`config.mk`:
```
export PLATFORM = sky130hd
export DESIGN_NAME = weight_stream_ctrl
export DESIGN_NICKNAME = d
export VERILOG_FILES = /design/src/rtl/weight_stream_ctrl_pkg.sv /design/src/rtl/weight_stream_ctrl_skid_buf.sv /design/src/rtl/weight_stream_ctrl.sv
export SDC_FILE = /design/constraint.sdc
export NUM_CORES = 1
export LEC_CHECK = 0
export CAP_MARGIN = 20
export CORE_MARGIN = 3
export CORE_UTILIZATION = 50
export DETAILED_ROUTE_END_ITERATION = 10
export DONT_BUFFER_PORTS = 1
export SLEW_MARGIN = 20
export SYNTH_ARGS = -nofsm -noshare
export SYNTH_HDL_FRONTEND = slang
export SYNTH_SLANG_ARGS = --single-unit
```
`constraint.sdc`:
```
create_clock -name ap_clk -period 5.6 [get_ports ap_clk]
set_input_delay 0.28 -clock ap_clk [delete_from_list [all_inputs] [get_ports ap_clk]]
set_output_delay 0.28 -clock ap_clk [all_outputs]
set_load 0.05 [all_outputs]
```
`src/rtl/weight_stream_ctrl_pkg.sv`:
```
// Shared types and helpers for the weight_stream_ctrl ROM-to-stream sequencer.
package weight_stream_ctrl_pkg;

    typedef enum logic [1:0] {
        StIdle  = 2'd0,
        StRun   = 2'd1,
        StDrain = 2'd2,
        StDone  = 2'd3
    } state_e;

    localparam int unsigned DefCoeffWidth = 16;
    localparam int unsigned PassWidth     = 16;

    // ROM address width; a single-entry ROM still gets one address bit.
    function automatic int unsigned addr_width(input int unsigned n);
        return (n > 1) ? $clog2(n) : 1;
    endfunction

endpackage

```
`src/rtl/weight_stream_ctrl_skid_buf.sv`:
```
// Two-entry FIFO between the ROM read port and the output stream; entry 0 is always the head.
module weight_stream_ctrl_skid_buf #(
    parameter int unsigned Width = 16
) (
    input  logic             i_clk,
    input  logic             i_rst,
    input  logic             i_push,
    input  logic             i_pop,
    input  logic [Width-1:0] i_din,
    output logic [Width-1:0] o_dout,
    output logic [1:0]       o_occ
);

    logic [Width-1:0] r_e0;
    logic [Width-1:0] r_e1;
    logic [1:0]       r_occ;

    always_ff @(posedge i_clk or posedge i_rst) begin
        if (i_rst) begin
            r_e0  <= '0;
            r_e1  <= '0;
            r_occ <= 2'd0;
        end else begin
            case ({i_push, i_pop})
                2'b10: begin
                    if (r_occ == 2'd0) begin
                        r_e0 <= i_din;
                    end else if (r_occ == 2'd1) begin
                        r_e1 <= i_din;
                    end
                end
                2'b01: begin
                    // Head holds its value once the buffer drains.
                    if (r_occ == 2'd2) begin
                        r_e0 <= r_e1;
                    end
                end
                2'b11: begin
                    if (r_occ == 2'd2) begin
                        r_e0 <= r_e1;
                        r_e1 <= i_din;
                    end else begin
                        r_e0 <= i_din;
                    end
                end
                default: ;
            endcase
            r_occ <= r_occ + {1'b0, i_push} - {1'b0, i_pop};
        end
    end

    assign o_dout = r_e0;
    assign o_occ  = r_occ;

endmodule

```
`src/rtl/weight_stream_ctrl.sv`:
```
// Sweeps a coefficient ROM NUM_PASSES times per start into an ap_fifo stream.
// Optional WEIGHT_CTRL_PERF_EN adds the stall_cycles back-pressure counter.
module weight_stream_ctrl
    import weight_stream_ctrl_pkg::*;
#(
    parameter int unsigned KERN_SIZE   = 288,
    parameter int unsigned COEFF_WIDTH = DefCoeffWidth,
    parameter int unsigned NUM_PASSES  = 1,
    localparam int unsigned AddrW      = addr_width(KERN_SIZE)
) (
    input  logic                   ap_clk,
    input  logic                   ap_rst,
    input  logic                   ap_start,
    output logic                   ap_done,
    output logic                   ap_idle,
    output logic [AddrW-1:0]       rom_address,
    output logic                   rom_ce,
    input  logic [COEFF_WIDTH-1:0] rom_q,
    output logic [COEFF_WIDTH-1:0] output_V_din,
    input  logic                   output_V_full_n,
    output logic                   output_V_write
`ifdef WEIGHT_CTRL_PERF_EN
    ,
    output logic [31:0]            stall_cycles
`endif
);

    localparam logic [AddrW-1:0]     LastAddr = AddrW'(KERN_SIZE - 1);
    localparam logic [PassWidth-1:0] LastPass =
        PassWidth'((NUM_PASSES == 0) ? 0 : NUM_PASSES - 1);
    localparam bit Forever = (NUM_PASSES == 0);

    state_e               r_state;
    state_e               w_state_next;
    logic [AddrW-1:0]     r_addr;
    logic [AddrW-1:0]     w_addr_next;
    logic [PassWidth-1:0] r_pass;
    logic [PassWidth-1:0] w_pass_next;
    logic                 r_inflight;
    logic [1:0]           w_occ;
    logic                 w_pop;
    logic [2:0]           w_used;

    // Slots already claimed once this cycle's pop is accounted for.
    assign w_pop  = (w_occ != 2'd0) && output_V_full_n;
    assign w_used = 3'(w_occ) + 3'(r_inflight) - 3'(w_pop);
    assign rom_ce = (r_state == StRun) && (w_used < 3'd2);

    assign rom_address    = r_addr;
    assign output_V_write = w_pop;

    always_comb begin
        w_state_next = r_state;
        w_addr_next  = r_addr;
        w_pass_next  = r_pass;
        ap_idle      = 1'b0;
        ap_done      = 1'b0;
        unique case (r_state)
            StIdle: begin
                ap_idle = 1'b1;
                if (ap_start) begin
                    w_state_next = StRun;
                    w_addr_next  = '0;
                    w_pass_next  = '0;
                end
            end
            StRun: begin
                if (rom_ce) begin
                    if (r_addr == LastAddr) begin
                        if (!Forever && (r_pass == LastPass)) begin
                            w_state_next = StDrain;
                        end else begin
                            w_addr_next = '0;
                            w_pass_next = r_pass + 1'b1;
                        end
                    end else begin
                        w_addr_next = r_addr + 1'b1;
                    end
                end
            end
            StDrain: begin
                if ((w_occ == 2'd0) && !r_inflight) begin
                    w_state_next = StDone;
                end
            end
            StDone: begin
                ap_done      = 1'b1;
                w_state_next = StIdle;
            end
            default: w_state_next = StIdle;
        endcase
    end

    always_ff @(posedge ap_clk or posedge ap_rst) begin
        if (ap_rst) begin
            r_state    <= StIdle;
            r_addr     <= '0;
            r_pass     <= '0;
            r_inflight <= 1'b0;
        end else begin
            r_state    <= w_state_next;
            r_addr     <= w_addr_next;
            r_pass     <= w_pass_next;
            r_inflight <= rom_ce;
        end
    end

    // ROM data lands one cycle after issue, so the in-flight flag is the push strobe.
    weight_stream_ctrl_skid_buf #(
        .Width(COEFF_WIDTH)
    ) u_skid_buf (
        .i_clk (ap_clk),
        .i_rst (ap_rst),
        .i_push(r_inflight),
        .i_pop (w_pop),
        .i_din (rom_q),
        .o_dout(output_V_din),
        .o_occ (w_occ)
    );

`ifdef WEIGHT_CTRL_PERF_EN
    logic [31:0] r_stall;

    always_ff @(posedge ap_clk or posedge ap_rst) begin
        if (ap_rst) begin
            r_stall <= '0;
        end else if ((r_state == StIdle) && ap_start) begin
            r_stall <= '0;
        end else if ((w_occ != 2'd0) && !output_V_full_n && (r_stall != '1)) begin
            r_stall <= r_stall + 32'd1;
        end
    end

    assign stall_cycles = r_stall;
`endif

endmodule

```
==> results.md <==
* Outcome: complete, no violations
* Compound-gate portion of the synthesized area at 13.8%
* H-tree levels at 3
* Cell accounting for the most synthesized area: dfrtp_1
* Synth async-reset ratio at 100%
* Post-DR wirelength/cell at 15.4 um
* Synth Net Count at 335
* Clk sinks at 62
* Peak supply drop at 0.000330 V
* Synth Area in Adders at 3.78%
* Post-synthesis area per instance at 10.4 sq um
* Setup TNS at 0 ns
* # IOs at 49
* Fin crit period at 3.17 ns
* Pwr Total at 2.14 mW
* Clk Latency, worst-skew pair at 0.33 ns
* Synth top cells by count: dfrtp_1, nand2_1, o21ai_0, mux2i_1, mux2_2
* Num CTS Buffers at 9
* Largest family of logic cells by synthesized area: simple AND/OR/NAND/NOR gates
* Vias in the first global route at 2,103
* Register bit total from synthesis at 62
* Fin cells at 384
* Count leader, synth: dfrtp_1
* Initial drt markers at 98
* Dpl hpwl at 4010 um
* Layout Nets at 334
* Static leakage at 1.58 nW
* Final hold violations at 0
* Area share of xor/xnor cells in the synthesized design at 0.276%
* Via-to-Cell Ratio at 5.76
* Final instance area at 0.00345 sq mm
* Clock Path Buffers at 2
* EDFF count, synth at 0
* Worst hold slack at 0.0900 ns
* Fmax at 315 MHz
* Final Max Slew Viols at 0
* Die Span X at 85.7 um
* Global Route Usage Sum at 17.1%
* # rows at 28
* Power per cell area at 622 mW/mm^2
* Clock skew at 0.00713 ns
* Worst-path clk slew at 0.07 ns
* Routed Antenna Nets at 0
* Final GP Congestion at 0.782
* Crit Path Max Fanout at 24
* Top FF cell, synth: dfrtp_1
* Worst-margin pin slew at 1.01 ns
* Post-CTS Setup Inserts at 0
* Synthesis Warnings at 0
* Share of the synthesized area in the top cell type at 48.8%
* Starting Density at 52.7%
* Synth area leaders: dfrtp_1, mux2_2, mux2i_1
* Tcrit/Tclk final at 56.7%
* Crit path arrival time at 2.89 ns
* Slew HR at 32.5%
* Post_cts resized at 0
* Final wirelength at 5900 um
* WS Path Type: flop to output port
* Largest net degree at the start of global routing at 50
* Remaining global-route overflow at 0
* TritonRoute pass-1 iters at 4
* Netlist Area Pre-Place at 0.00318 sq mm
* Die area at 0.00735 sq mm
* CTS Hold Bufs at 1
* Cells after Synth at 306
* Root Buffer: clkbuf_8
* CORE AREA at 0.00603 sq mm
* Critical path required time at 5.32 ns
* Placed instance count at 368
* DP Area at 0.00323 sq mm
* IO Port Bufs at 0
* Synth unique cells at 47
* Unrepaired setup endpoints after global routing: false
* Synth Area in Simple Gates at 18.3%
* DRC Markers at 0
* Area Overhead vs Synth at 8.46%
* Mux cell area share after synthesis at 12.4%
* Fraction of layout cells with a size suffix above 1 at 14.2%
* Worst setup SP type: flop
* Vias at 2,211
* Max-cap violations at 0
* Initial antenna violation count at 0
* Antenna Cells at 0
* HP Class: input pin to flop
* CTS tree: done
* Endpoints failing setup at 0
* Global-route wire length before repair at 10,000 um
* Share of the yosys chip area belonging to registers at 48.8%
* CP endpoint kind: output port
* Die Ht at 85.7 um
## worst paths after layout
| path | from | to | slack, ns | cells after the start |
|---|---|---|---|---|
| setup reg to reg | r_state[1] | r_pass[12] | 2.49 | 7 |
| max in group asynchronous | ap_rst | rom_address[2] | 4.35 | 3 |
| setup / recovery | r_state[1] | rom_ce | 2.43 | 4 |
| min in group asynchronous | ap_rst | u_skid_buf.o_dout[8] | 0.34 | 2 |
| hold reg to reg | u_skid_buf.r_e1[15] | u_skid_buf.r_e1[15] | 0.50 | 1 |
| hold / removal | rom_q[15] | u_skid_buf.r_e1[15] | 0.09 | 1 |
## stage by stage
stage | util, % | worst slack (ns)
after floorplan | - | 2.72
after global placement | 53.6 | 2.53
after detailed placement | 53.6 | 2.46
after CTS | 57.2 | 2.36
after global routing | 57.2 | 2.15
final | 57.2 | 2.43
## cell usage in the layout (no fill, tap or decap), types with 5 or more instances in the layout
cell type	instances
nand2_1	49
nand4_1	5
dfrtp_1	62
inv_1	7
or4_1	7
mux2_2	18
ha_1	8
a21o_1	6
nand3_1	15
clkbuf_8	12
mux2i_1	19
o21ai_0	27
## final cells by class
class	count	area, sq um
timing repair buffer	2	17.5
fill	533	2580
clock buffer	12	165
tap	75	93.8
multi-input combinational	222	1550
clock inverter	3	42.5
inverter	8	30.0
sequential	62	1550
## state kept, by name, summed over array words and instances (netlist names)
register	flops
r_state	2
rom_address	9
r_pass	16
u_skid_buf.o_occ	2
u_skid_buf.o_dout	16
r_inflight	1
u_skid_buf.r_e1	16
## cell families after synthesis
family,Yosys count
muxes,37
xor gates and xnor gates,1
AOI/OAI and AO/OA,62
and+or+nand+nor,113
adders and majority gates,9
buffers and inverters,22
DFF,62
## critical path, stage by stage, from the launching register on
cell and delay, ns:
dfrtp_1 0.41, inv_1 0.09, ha_1 0.72, inv_1 0.48, nor3b_2 0.85
## where the power goes
group | leakage, nW | internal (mW) | switching, mW
sequential | 0.797 | 0.615 | 0.356
combinational | 0.676 | 0.304 | 0.459
clock | 0.104 | 0.239 | 0.170
## per-layer routing
metal	vias up	track usage (%)	part of all wire (%)
li1	1114	-	-
met1	1034	22.7	49
met2	56	26.5	44
met3	7	4.23	5.6
met4	0	7.77	1.3
met5	-	0	0
Note: power is estimated with default switching activity, not from simulation.
